--- config.mk ---
export PLATFORM = sky130hd
export DESIGN_NAME = cp_inserter
export DESIGN_NICKNAME = d
export VERILOG_FILES = /design/src/rtl/cp_pkg.sv /design/src/rtl/cp_bank_ram.sv /design/src/rtl/cp_inserter.sv
export SDC_FILE = /design/constraint.sdc
export NUM_CORES = 2
export LEC_CHECK = 0
export ABC_CLOCK_PERIOD_IN_PS = 4360
export CAP_MARGIN = 30
export CORE_MARGIN = 2
export CORE_UTILIZATION = 30
export DETAILED_ROUTE_END_ITERATION = 6
export PLACE_DENSITY_LB_ADDON = 0.12
export SETUP_SLACK_MARGIN = 0.4
export SYNTH_ARGS = -nofsm -noshare
export SYNTH_HDL_FRONTEND = slang
export SYNTH_HIERARCHICAL = 1
export SYNTH_SLANG_ARGS = --single-unit
--- constraint.sdc ---
create_clock -name clk -period 4.36 [get_ports clk]
set_clock_uncertainty 0.15 [all_clocks]
set_input_delay 0.872 -clock clk [delete_from_list [all_inputs] [get_ports clk]]
set_output_delay 0.872 -clock clk [all_outputs]
set_load 0.05 [all_outputs]
--- src/rtl/cp_pkg.sv ---
// -----------------------------------------------------------------------------
// cp_pkg
// Shared constants and types for the cyclic-prefix inserter.
//   N       : frame length in complex samples (power of two, IFFT size)
//   CP_LEN  : cyclic prefix length, 1 <= CP_LEN < N
//   W       : width of each real/imag component, two's complement
// To retarget the block to another FFT size, change the constants here.
// -----------------------------------------------------------------------------
package cp_pkg;

    localparam int N      = 32;
    localparam int CP_LEN = 8;
    localparam int W      = 16;
    localparam int AW     = $clog2(N);

    // Frequently used index values
    localparam logic [AW-1:0] IDX_ZERO = AW'(0);
    localparam logic [AW-1:0] IDX_ONE  = AW'(1);
    localparam logic [AW-1:0] IDX_LAST = AW'(N - 1);
    localparam logic [AW-1:0] IDX_CP   = AW'(N - CP_LEN);

    // Read-side sequencing states
    typedef enum logic [1:0] {
        IDLE   = 2'd0,
        PREFIX = 2'd1,
        BODY   = 2'd2
    } rd_state_e;

    // One complex sample; fields are raw two's-complement bits
    typedef struct packed {
        logic [W-1:0] re;
        logic [W-1:0] im;
    } cplx_t;

    // Flat RAM address: bank select in the MSB, sample index below it
    function automatic logic [AW:0] bank_addr(input logic bank, input logic [AW-1:0] idx);
        return {bank, idx};
    endfunction

endpackage

--- src/rtl/cp_bank_ram.sv ---
// -----------------------------------------------------------------------------
// cp_bank_ram
// Two frame banks of N complex samples each, held in a register array.
// One synchronous write port and one combinational read port, both addressed
// by {bank, idx}.
//   clk        : clock
//   wr_en_i    : write strobe
//   wr_addr_i  : write address {bank, idx}
//   wr_data_i  : sample to store
//   rd_addr_i  : read address {bank, idx}
//   rd_data_o  : sample at rd_addr_i (combinational)
// The array carries no reset: a bank is only read after it has been filled.
// -----------------------------------------------------------------------------
module cp_bank_ram
    import cp_pkg::*;
(
    input  logic          clk,
    input  logic          wr_en_i,
    input  logic [AW:0]   wr_addr_i,
    input  cplx_t         wr_data_i,
    input  logic [AW:0]   rd_addr_i,
    output cplx_t         rd_data_o
);

    cplx_t mem_q [2*N];

    // Sample storage write port
    always_ff @(posedge clk) begin
        if (wr_en_i) begin
            mem_q[wr_addr_i] <= wr_data_i;
        end
    end

    assign rd_data_o = mem_q[rd_addr_i];

endmodule

--- src/rtl/cp_inserter.sv ---
// -----------------------------------------------------------------------------
// cp_inserter
// Captures 32-sample IFFT frames into ping-pong banks and re-emits each frame
// with a cyclic prefix (its last CP_LEN samples) in front of it, over a
// valid/ready stream.
//   clk, reset                   : clock, asynchronous active-high reset
//   data_real_in/data_imag_in    : input sample, qualified by in_valid
//   in_valid                     : input strobe, no backpressure
//   data_real_out/data_imag_out  : output sample, qualified by out_valid
//   out_valid / out_ready        : output handshake
//   out_sof                      : first prefix sample of a frame
//   out_eof                      : last body sample of a frame
//   overflow                     : sticky, set when an input frame is dropped
// -----------------------------------------------------------------------------
module cp_inserter
    import cp_pkg::*;
(
    input  logic          clk,
    input  logic          reset,
    input  logic [W-1:0]  data_real_in,
    input  logic [W-1:0]  data_imag_in,
    input  logic          in_valid,
    output logic [W-1:0]  data_real_out,
    output logic [W-1:0]  data_imag_out,
    output logic          out_valid,
    input  logic          out_ready,
    output logic          out_sof,
    output logic          out_eof,
    output logic          overflow
);

    // Write side state
    logic [AW-1:0] wr_idx_q, wr_idx_d;
    logic          wr_bank_q, wr_bank_d;
    logic          drop_q, drop_d;
    logic [1:0]    full_q, full_d;
    logic          overflow_q, overflow_d;
    logic          frame_drop_s;
    logic          wr_en_s;
    logic          set_full_s;

    // Read side state
    rd_state_e     state_q, state_d;
    logic [AW-1:0] rd_idx_q, rd_idx_d;
    logic          rd_bank_q, rd_bank_d;
    logic          hs_s;
    logic          load_s;
    logic          rel_s;

    // Output registers
    cplx_t         dout_q;
    logic          valid_q;
    logic          sof_q;
    logic          eof_q;

    cplx_t         wr_data_s;
    cplx_t         rd_data_s;

    assign wr_data_s = '{re: data_real_in, im: data_imag_in};

    cp_bank_ram u_ram (
        .clk       (clk),
        .wr_en_i   (wr_en_s),
        .wr_addr_i (bank_addr(wr_bank_q, wr_idx_q)),
        .wr_data_i (wr_data_s),
        .rd_addr_i (bank_addr(rd_bank_d, rd_idx_d)),
        .rd_data_o (rd_data_s)
    );

    // Write pointer, drop decision and bank-full bookkeeping
    always_comb begin
        wr_idx_d   = wr_idx_q;
        wr_bank_d  = wr_bank_q;
        drop_d     = drop_q;
        overflow_d = overflow_q;
        wr_en_s    = 1'b0;
        set_full_s = 1'b0;
        // The drop decision is taken on the first sample and then held for the frame.
        frame_drop_s = (wr_idx_q == IDX_ZERO) ? full_q[wr_bank_q] : drop_q;
        if (in_valid) begin
            drop_d  = frame_drop_s;
            wr_en_s = !frame_drop_s;
            if (frame_drop_s) begin
                overflow_d = 1'b1;
            end else begin
                overflow_d = overflow_q;
            end
            if (wr_idx_q == IDX_LAST) begin
                wr_idx_d = IDX_ZERO;
                if (!frame_drop_s) begin
                    wr_bank_d  = ~wr_bank_q;
                    set_full_s = 1'b1;
                end else begin
                    wr_bank_d  = wr_bank_q;
                    set_full_s = 1'b0;
                end
            end else begin
                wr_idx_d = wr_idx_q + IDX_ONE;
            end
        end else begin
            wr_en_s = 1'b0;
        end

        full_d = full_q;
        if (rel_s) begin
            full_d[rd_bank_q] = 1'b0;
        end else begin
            full_d = full_q;
        end
        // The writer never targets the bank being released, so the order is safe.
        if (set_full_s) begin
            full_d[wr_bank_q] = 1'b1;
        end else begin
            full_d = full_d;
        end
    end

    // Read sequencing: IDLE -> PREFIX (N-CP_LEN..N-1) -> BODY (0..N-1)
    always_comb begin
        hs_s      = valid_q && out_ready;
        state_d   = state_q;
        rd_idx_d  = rd_idx_q;
        rd_bank_d = rd_bank_q;
        rel_s     = 1'b0;
        case (state_q)
            IDLE: begin
                if (full_q[rd_bank_q]) begin
                    state_d  = PREFIX;
                    rd_idx_d = IDX_CP;
                end else begin
                    state_d  = IDLE;
                end
            end
            PREFIX: begin
                if (hs_s) begin
                    if (rd_idx_q == IDX_LAST) begin
                        rd_idx_d = IDX_ZERO;
                        state_d  = BODY;
                    end else begin
                        rd_idx_d = rd_idx_q + IDX_ONE;
                    end
                end else begin
                    rd_idx_d = rd_idx_q;
                end
            end
            BODY: begin
                if (hs_s) begin
                    if (rd_idx_q == IDX_LAST) begin
                        rel_s     = 1'b1;
                        rd_bank_d = ~rd_bank_q;
                        rd_idx_d  = IDX_CP;
                        // Chain straight into the next frame when it is already waiting.
                        if (full_q[~rd_bank_q]) begin
                            state_d = PREFIX;
                        end else begin
                            state_d = IDLE;
                        end
                    end else begin
                        rd_idx_d = rd_idx_q + IDX_ONE;
                    end
                end else begin
                    rd_idx_d = rd_idx_q;
                end
            end
            default: begin
                state_d = IDLE;
            end
        endcase

        // The RAM is addressed with the next pointer, so the output register
        // always holds the sample that rd_idx_q/state_q describe. The cycle
        // right after leaving IDLE fills the empty output register.
        load_s = (state_q != IDLE) && (!valid_q || hs_s) && (state_d != IDLE);
    end

    // Write-side registers
    always_ff @(posedge clk or posedge reset) begin
        if (reset) begin
            wr_idx_q   <= IDX_ZERO;
            wr_bank_q  <= 1'b0;
            drop_q     <= 1'b0;
            full_q     <= 2'b00;
            overflow_q <= 1'b0;
        end else begin
            wr_idx_q   <= wr_idx_d;
            wr_bank_q  <= wr_bank_d;
            drop_q     <= drop_d;
            full_q     <= full_d;
            overflow_q <= overflow_d;
        end
    end

    // Read FSM registers
    always_ff @(posedge clk or posedge reset) begin
        if (reset) begin
            state_q   <= IDLE;
            rd_idx_q  <= IDX_ZERO;
            rd_bank_q <= 1'b0;
        end else begin
            state_q   <= state_d;
            rd_idx_q  <= rd_idx_d;
            rd_bank_q <= rd_bank_d;
        end
    end

    // Output stage: load on an empty slot or a handshake, hold during a stall
    always_ff @(posedge clk or posedge reset) begin
        if (reset) begin
            dout_q  <= '{re: {W{1'b0}}, im: {W{1'b0}}};
            valid_q <= 1'b0;
            sof_q   <= 1'b0;
            eof_q   <= 1'b0;
        end else if (load_s) begin
            dout_q  <= rd_data_s;
            valid_q <= 1'b1;
            sof_q   <= (state_d == PREFIX) && (rd_idx_d == IDX_CP);
            eof_q   <= (state_d == BODY) && (rd_idx_d == IDX_LAST);
        end else if (hs_s) begin
            valid_q <= 1'b0;
            sof_q   <= 1'b0;
            eof_q   <= 1'b0;
        end else begin
            valid_q <= valid_q;
            sof_q   <= sof_q;
            eof_q   <= eof_q;
        end
    end

    assign data_real_out = dout_q.re;
    assign data_imag_out = dout_q.im;
    assign out_valid     = valid_q;
    assign out_sof       = sof_q;
    assign out_eof       = eof_q;
    assign overflow      = overflow_q;

endmodule
# ---- Yosys cells after proc, flatten, opt, wreduce, memory -nomap -nowiden
# Memories as Yosys holds them, arrays and structs flattened. A register that Yosys moved wholly into a read port is not among the register bits.
# Index checks and enable logic that the tools add are counted.
dict set report classes {
  n_addsub 2
  n_lt_le_gt_ge 5
  eq_ne 8
  n_mux 43
  bitwise 6
  n_reduce_logical 17
}
# op count
set ops {}
lappend ops {{$mux W5} 6}
lappend ops {{$mux W1} 27}
lappend ops {{$eq A5 B5 Y1 const B} 4}
lappend ops {{$pmux W5 S3} 1}
lappend ops {{$mux W2} 6}
lappend ops {{$add A5 B1 Y5 const B} 2}
lappend ops {{$logic_and A1 B1 Y1} 7}
lappend ops {{$lt A1 B2 Y1 const B} 3}
lappend ops {{$pmux W2 S3} 1}
lappend ops {{$reduce_bool A2 Y1} 3}
lappend ops {{$logic_not A5 Y1} 1}
lappend ops {{$eq A2 B1 Y1 const B} 2}
lappend ops {{$eq A2 B2 Y1 const B} 2}
lappend ops {{$not A1 Y1} 3}
lappend ops {{$reduce_and A3 Y1} 1}
lappend ops {{$and A2 B2 Y2} 1}
lappend ops {{$demux W1 S1} 2}
lappend ops {{$ge A1 B1 Y1 const B} 2}
lappend ops {{$logic_not A1 Y1} 2}
lappend ops {{$logic_not A2 Y1} 1}
lappend ops {{$not A2 Y2} 1}
lappend ops {{$or A2 B2 Y2} 1}
lappend ops {{$reduce_and A2 Y1} 1}
lappend ops {{$logic_or A1 B1 Y1} 1}
dict set report word_totals {
  regBits 21
  ramBits 2048
  inputBits 36
  out_inout_bits 36
  word_cells 93
  mem_count 1
}
# memory depth word_bits rd rd_clocked_by_memory_dff write_ports line_no
set mem_list {}
lappend mem_list {u_ram.mem_q 64 32 1 1 1 cp_bank_ram.sv:25} ;# cplx_t mem_q [2*N];

# ---- Depth between registers and ports, before layout
dict set report logic_depth {
  word_depth 10
  mapped_depth 16
}

# ---- Hierarchy
# The synthesis kept the hierarchy.
# mod instances cells_each area_per_inst_um2
set modules_own_cells {}
lappend modules_own_cells {cp_bank_ram 1 3292 77874.7}
lappend modules_own_cells {cp_inserter 1 198 2492.4}

# ---- Least setup slack after synthesis
# No wires, ideal clock.
dict set report synth_timing {
  kind {register -> register}
  startpoint {register wr_idx_q[0]}
  endpoint {memory u_ram/mem_q[48][0] in the netlist's numbering (enable)}
  setup_time_ps 461
  t_arrival_ps 3969
  required_time_ps 3749
  path_slack_ps -220
  path_stages_with_launch 10
  synth_period_minus_slack_ps 4580
  path_cell_list {dfrtp_1 inv_1 ha_1 nor4b_1 nand2_1 o21ai_0 and2_1 nor2b_1 nand4b_1 nor3_1}
}
dict set report synth_between {
  elab_chain_len 6
}
# item line_no
set synth_rtl {}
lappend synth_rtl {{from (decl)} cp_inserter.sv:33} ;# logic [AW-1:0] wr_idx_q, wr_idx_d;
lappend synth_rtl {{from (signal assigned)} cp_inserter.sv:185} ;# wr_idx_q <= wr_idx_d;
lappend synth_rtl {{$logic_not A5 Y1} cp_inserter.sv:79} ;# frame_drop_s = (wr_idx_q == IDX_ZERO) ? full_q[wr_bank_q] : drop_q;
lappend synth_rtl {{$mux W1} cp_inserter.sv:79}
lappend synth_rtl {{$logic_not A1 Y1} --}
lappend synth_rtl {{$mux W1} cp_inserter.sv:80} ;# if (in_valid) begin
lappend synth_rtl {{named net wr_en_s} cp_inserter.sv:39} ;# logic wr_en_s;
lappend synth_rtl {{$mux W1} cp_bank_ram.sv:29} ;# if (wr_en_i) begin
lappend synth_rtl {{$mux W1 (implied by the code)} cp_bank_ram.sv:30} ;# mem_q[wr_addr_i] <= wr_data_i;
lappend synth_rtl {{to (decl)} cp_bank_ram.sv:25}
# The timed path passes the listed nets, and every way through them passes these cells.

# ---- Worst setup path in the final report
dict set report layout_timing {
  startpoint {register rd_idx_q[0]}
  endpoint {register, netlist name data_real_out[14]}
}
dict set report layout_between {
  word_cells_on_any_way 18
  classes_between {add/sub (1); eq/ne (1); mux (14); reduce/logical (2)}
}
# item line_no
set layout_lines {}
lappend layout_lines {{from (decl)} cp_inserter.sv:44} ;# logic [AW-1:0] rd_idx_q, rd_idx_d;
lappend layout_lines {{from (signal assigned)} cp_inserter.sv:201} ;# rd_idx_q <= rd_idx_d;
lappend layout_lines {{$add A5 B1 Y5 / $eq A5 B5 Y1 (equally long branches)} --}
lappend layout_lines {{$mux W5 (on tied branches)} {cp_inserter.sv:148, cp_inserter.sv:136}}
lappend layout_lines {{$mux W5 (on tied branches)} {cp_inserter.sv:147, cp_inserter.sv:135}}
lappend layout_lines {{$pmux W5 S3 (*)} cp_inserter.sv:125} ;# case (state_q)
lappend layout_lines {{named net rd_idx_d[0]} cp_inserter.sv:44}
# Mark *: on every way through the listed nets, which the timed path passes. The rest lies on a longest branch.
# A chain may end at the register's enable or synchronous reset.

==> metrics.md <==
| Metric | Value |
|---|---|
| Status | finished, final reports clean |
| Sequential area share after synthesis | 78.17% |
| Arrival time at the worst endpoint | 4.75 ns |
| Max Cap Violations | 0 |
| Mapped Area | 80370 sq um |
| VDD IR max | 0.3826 mV |
| Gr usage total | 18.67% |
| Placed insts | 7422 |
| Iter 0 DRT Violations | 3891 |
| Synth Register Bits | 2101 |
| Worst-path maximum fanout | 6 |
| Fin cells | 7939 |
| Grt total ovfl | 0 |
| Yosys warns | 6 |
| Synth Area per Inst | 23.03 sq um |
| Buffers on Ports | 71 |
| Die width | 521.6 um |
| First-pass GRT wire length | 348.3 mm |
| Hold Violations, Final | 0 |
| Fillcell total | 24.25k |
| Leakage | 31.16 nW |
| Max Fclk | 0.2406 GHz |
| Tcrit/Tclk final | 95.31% |
| Largest net degree at the start of global routing | 65 |
| RSZ-0062 raised after global routing | yes |
| Register area | 62830 sq um |
| Wire per inst | 32.09 um |
| DIE HEIGHT | 521.6 um |
| Synth cell types | 59 |
| PD cells | 673.2 nW/um^2 |
| Vias/cell | 4.981 |
| Async SR Flop Fraction | 2.523% |
| Via count | 39.54k |
| Number of synthesized flops with an enable pin | 2048 |
| Clock sink count | 2101 |
| Initial antenna violation count | 20 |
| Multi-input gate area | 17780 sq um |
| Final instance area | 99830 sq um |
| # IOs | 72 |
| HPWL Detailed | 152.0 mm |
| Die area | 272000 sq um |
| Clock transition at path regs | 0.06 ns |
| Routed WL | 254.8 mm |
| Synthesized instance count | 3490 |
| WS Path Type | flop to flop |
| CTS Hold Bufs | 0 |
| Data required time of the worst path | 4.95 ns |
| Share of cells above drive strength 1 | 38.61% |
| Slew @ Worst Pin | 0.9754 ns |
| Area delta synth->final | 24.22% |
| CP endpoint kind | flop |
| DP Area | 90460 sq um |
| Starting Density | 30.08% |
| Clk Latency, worst-skew pair | 0.85 ns |
| TritonRoute pass-1 iters | 6 |
| Rows | 190 |
| Max_slew headroom | 34.97% |
| Clk root buf | clkbuf_16 |
| Nets | 4236 |
| Max-slew violation count | 0 |
| Routed Antenna Nets | 0 |
| Final setup vio count | 0 |
| CTS max path bufs | 3 |
| Syn nets | 3533 |
| Post-route DRC violation count | 0 |
| Ys flop type | edfxtp_1 |
| Vias in the first global route | 41.02k |
| CTS tree | built |
| Hold Crit Class | primary input to flop |
| Period minus WS final | 4.156 ns |
| Core Area | 267200 sq um |
| RD Place Congestion | 0.7679 |
| Number of CTS-inserted buffers | 221 |
| H-tree levels | 4 |
| Crit start category | flop |
[where the power goes]
group	internal (mW)	switching, mW	leakage [nW]
registers	22.6	0.424	19.0
logic	13.0	12.9	8.75
clock network	10.3	7.89	3.37
total	46.0	21.2	31.2
[state kept, by name, summed over array words and instances, names as in the netlist, 2 cells and up]
signal / flops
full_q: 2
state_q: 2
rd_idx_q: 5
u_ram/mem_q: 2048
data_real_out: 16
wr_idx_q: 5
data_imag_out: 16
[area by class of cell]
class / count / share of cell area, %
clock inverter: 120 / 0.9964
clock buffer: 284 / 5.942
inverter: 10 / 0.03885
tap: 3552 / 4.452
antenna: 13 / 0.03259
timing repair buffer: 670 / 7.793
sequential: 2101 / 62.93
multi-input combinational: 1189 / 17.81
[metrics by stage]
step / TNS, ns / hold WS, ns / worst slack [ns] / power (mW) / util [%]
3_3_place_gp: -23.54 / 0.3221 / -1.291 / 46.23 / 33.78
6_report: 0 / 0.1885 / 0.2043 / 67.20 / 37.36
5_1_grt: 0 / 0.1381 / 0.09190 / 69.86 / 37.35
2_1_floorplan: 0 / 0.3051 / 0.4950 / 35.63 / -
3_5_place_dp: -23.71 / 0.3273 / -1.283 / 46.22 / 33.85
4_1_cts: 0 / 0.1799 / 0.1965 / 67.02 / 37.01
[synthesized netlist by cell type (2+ instances only)]
| cell type | count | area, sq um |
|---|---|---|
| and2_1 | 4 | 25.02 |
| mux2_1 | 6 | 67.56 |
| nor2_1 | 141 | 529.3 |
| mux2_2 | 28 | 315.3 |
| nand3b_1 | 6 | 45.04 |
| a31oi_1 | 3 | 18.77 |
| buf_2 | 59 | 295.3 |
| a32o_1 | 3 | 30.03 |
| buf_6 | 9 | 101.4 |
| dfrtp_1 | 53 | 1326 |
| and3_1 | 7 | 43.79 |
| or3_1 | 3 | 18.77 |
| a22oi_1 | 12 | 90.09 |
| or3b_1 | 2 | 17.52 |
| nor2b_1 | 17 | 106.4 |
| mux2i_1 | 98 | 980.9 |
| nand4_1 | 3 | 18.77 |
| edfxtp_1 | 2048 | 61500 |
| inv_1 | 10 | 37.54 |
| or3b_2 | 3 | 26.28 |
| o22ai_1 | 84 | 525.5 |
| a311oi_1 | 8 | 70.07 |
| o21ai_0 | 11 | 55.05 |
| nand2b_1 | 12 | 75.07 |
| nand2_1 | 40 | 150.1 |
| clkbuf_1 | 75 | 281.5 |
| buf_4 | 26 | 195.2 |
| buf_1 | 21 | 78.83 |
| ha_1 | 7 | 87.58 |
| o211ai_1 | 3 | 22.52 |
| mux4_2 | 544 | 12250 |
| nand3_1 | 9 | 45.04 |
| nor3_1 | 8 | 40.04 |
| o221ai_1 | 29 | 254.0 |
| o32ai_1 | 4 | 35.03 |
| xnor2_1 | 2 | 17.52 |
| a41o_1 | 4 | 40.04 |
| a21oi_1 | 67 | 335.3 |
[path summary, 6_finish.rpt]
path / startpoint / to / slack, ns / cells past startpoint
max: rd_idx_q[0] / data_real_out[14] / 0.20 / 16
min: data_real_in[8] / u_ram/mem_q[10][24] / 0.19 / 1
max reg2reg: rd_idx_q[0] / data_real_out[14] / 0.20 / 16
min reg2reg: drop_q / drop_q / 0.34 / 2
max in group asynchronous: reset / data_real_out[5] / 2.74 / 3
min in group asynchronous: reset / data_imag_out[4] / 0.33 / 2
[timing repair]
item / in CTS / in global routing
cloned: 13 / 3
buffers inserted: 51 / 30
endpoints found under the hold margin: 0 / 0
resized for setup: 124 / 116
pin swaps: 29 / 37
setup endpoints to repair: 32 / 247
[worst max-delay path: stages (launching register included)]
cell and delay [ns]:
dfrtp_1 0.41, ha_2 0.20, and3_4 0.19, ha_4 0.15
a2111o_1 0.27, o211ai_1 0.12, buf_4 0.20, buf_12 0.17
buf_12 0.13, buf_16 0.13, buf_6 0.13, mux4_2 0.49
mux4_2 0.62, o22ai_2 0.21, buf_6 0.15, nor2_1 0.04
mux2_2 0.25
[cells in the final DEF (no fill, tap or decap), types with 7 or more instances in the layout]
cell type	netlist	final
a21oi_4	0	7
nand2_1	40	40
clkbuf_1	75	51
a21oi_2	0	16
buf_2	59	32
a21oi_1	67	44
nor2_1	141	58
o22ai_2	0	28
mux4_2	544	544
dfrtp_1	53	53
nor2_4	0	68
nor2b_1	17	16
o221ai_1	29	24
buf_16	0	22
diode_2	0	13
bufinv_16	0	13
edfxtp_1	2048	2048
clkinv_1	0	56
nand3_1	9	9
mux2i_1	98	86
buf_4	26	369
nor2_2	0	15
buf_8	0	7
clkdlybuf4s50_1	0	39
buf_6	9	36
mux2i_2	0	7
o21ai_0	11	10
mux2_4	0	17
clkbuf_16	0	228
inv_1	10	9
mux2_2	28	16
clkinv_2	0	33
o22ai_1	84	54
a22oi_1	12	12
clkbuf_8	0	8
buf_12	0	160
clkinvlp_4	0	8
nand2b_1	12	11
[metal layers]
| layer | GRT usage, % | up-vias | share of wire (%) |
|---|---|---|---|
| li1 | - | 16395 | - |
| met1 | 25.77 | 21913 | 44 |
| met2 | 31.25 | 948 | 49 |
| met3 | 2.641 | 288 | 4.3 |
| met4 | 4.247 | 0 | 2.2 |
| met5 | 0 | - | 0 |
[cell families after synthesis]
| kind of cell | share of synthesized area (%) |
|---|---|
| AOI/OAI and AO/OA | 1.962 |
| xor gates and xnor gates | 0.02180 |
| adders and majority gates | 0.1214 |
| buffers and inverters | 1.231 |
| DFF | 78.17 |
| muxes | 16.97 |
| and+or+nand+nor | 1.521 |
Note: power is estimated with default switching activity, not from simulation.
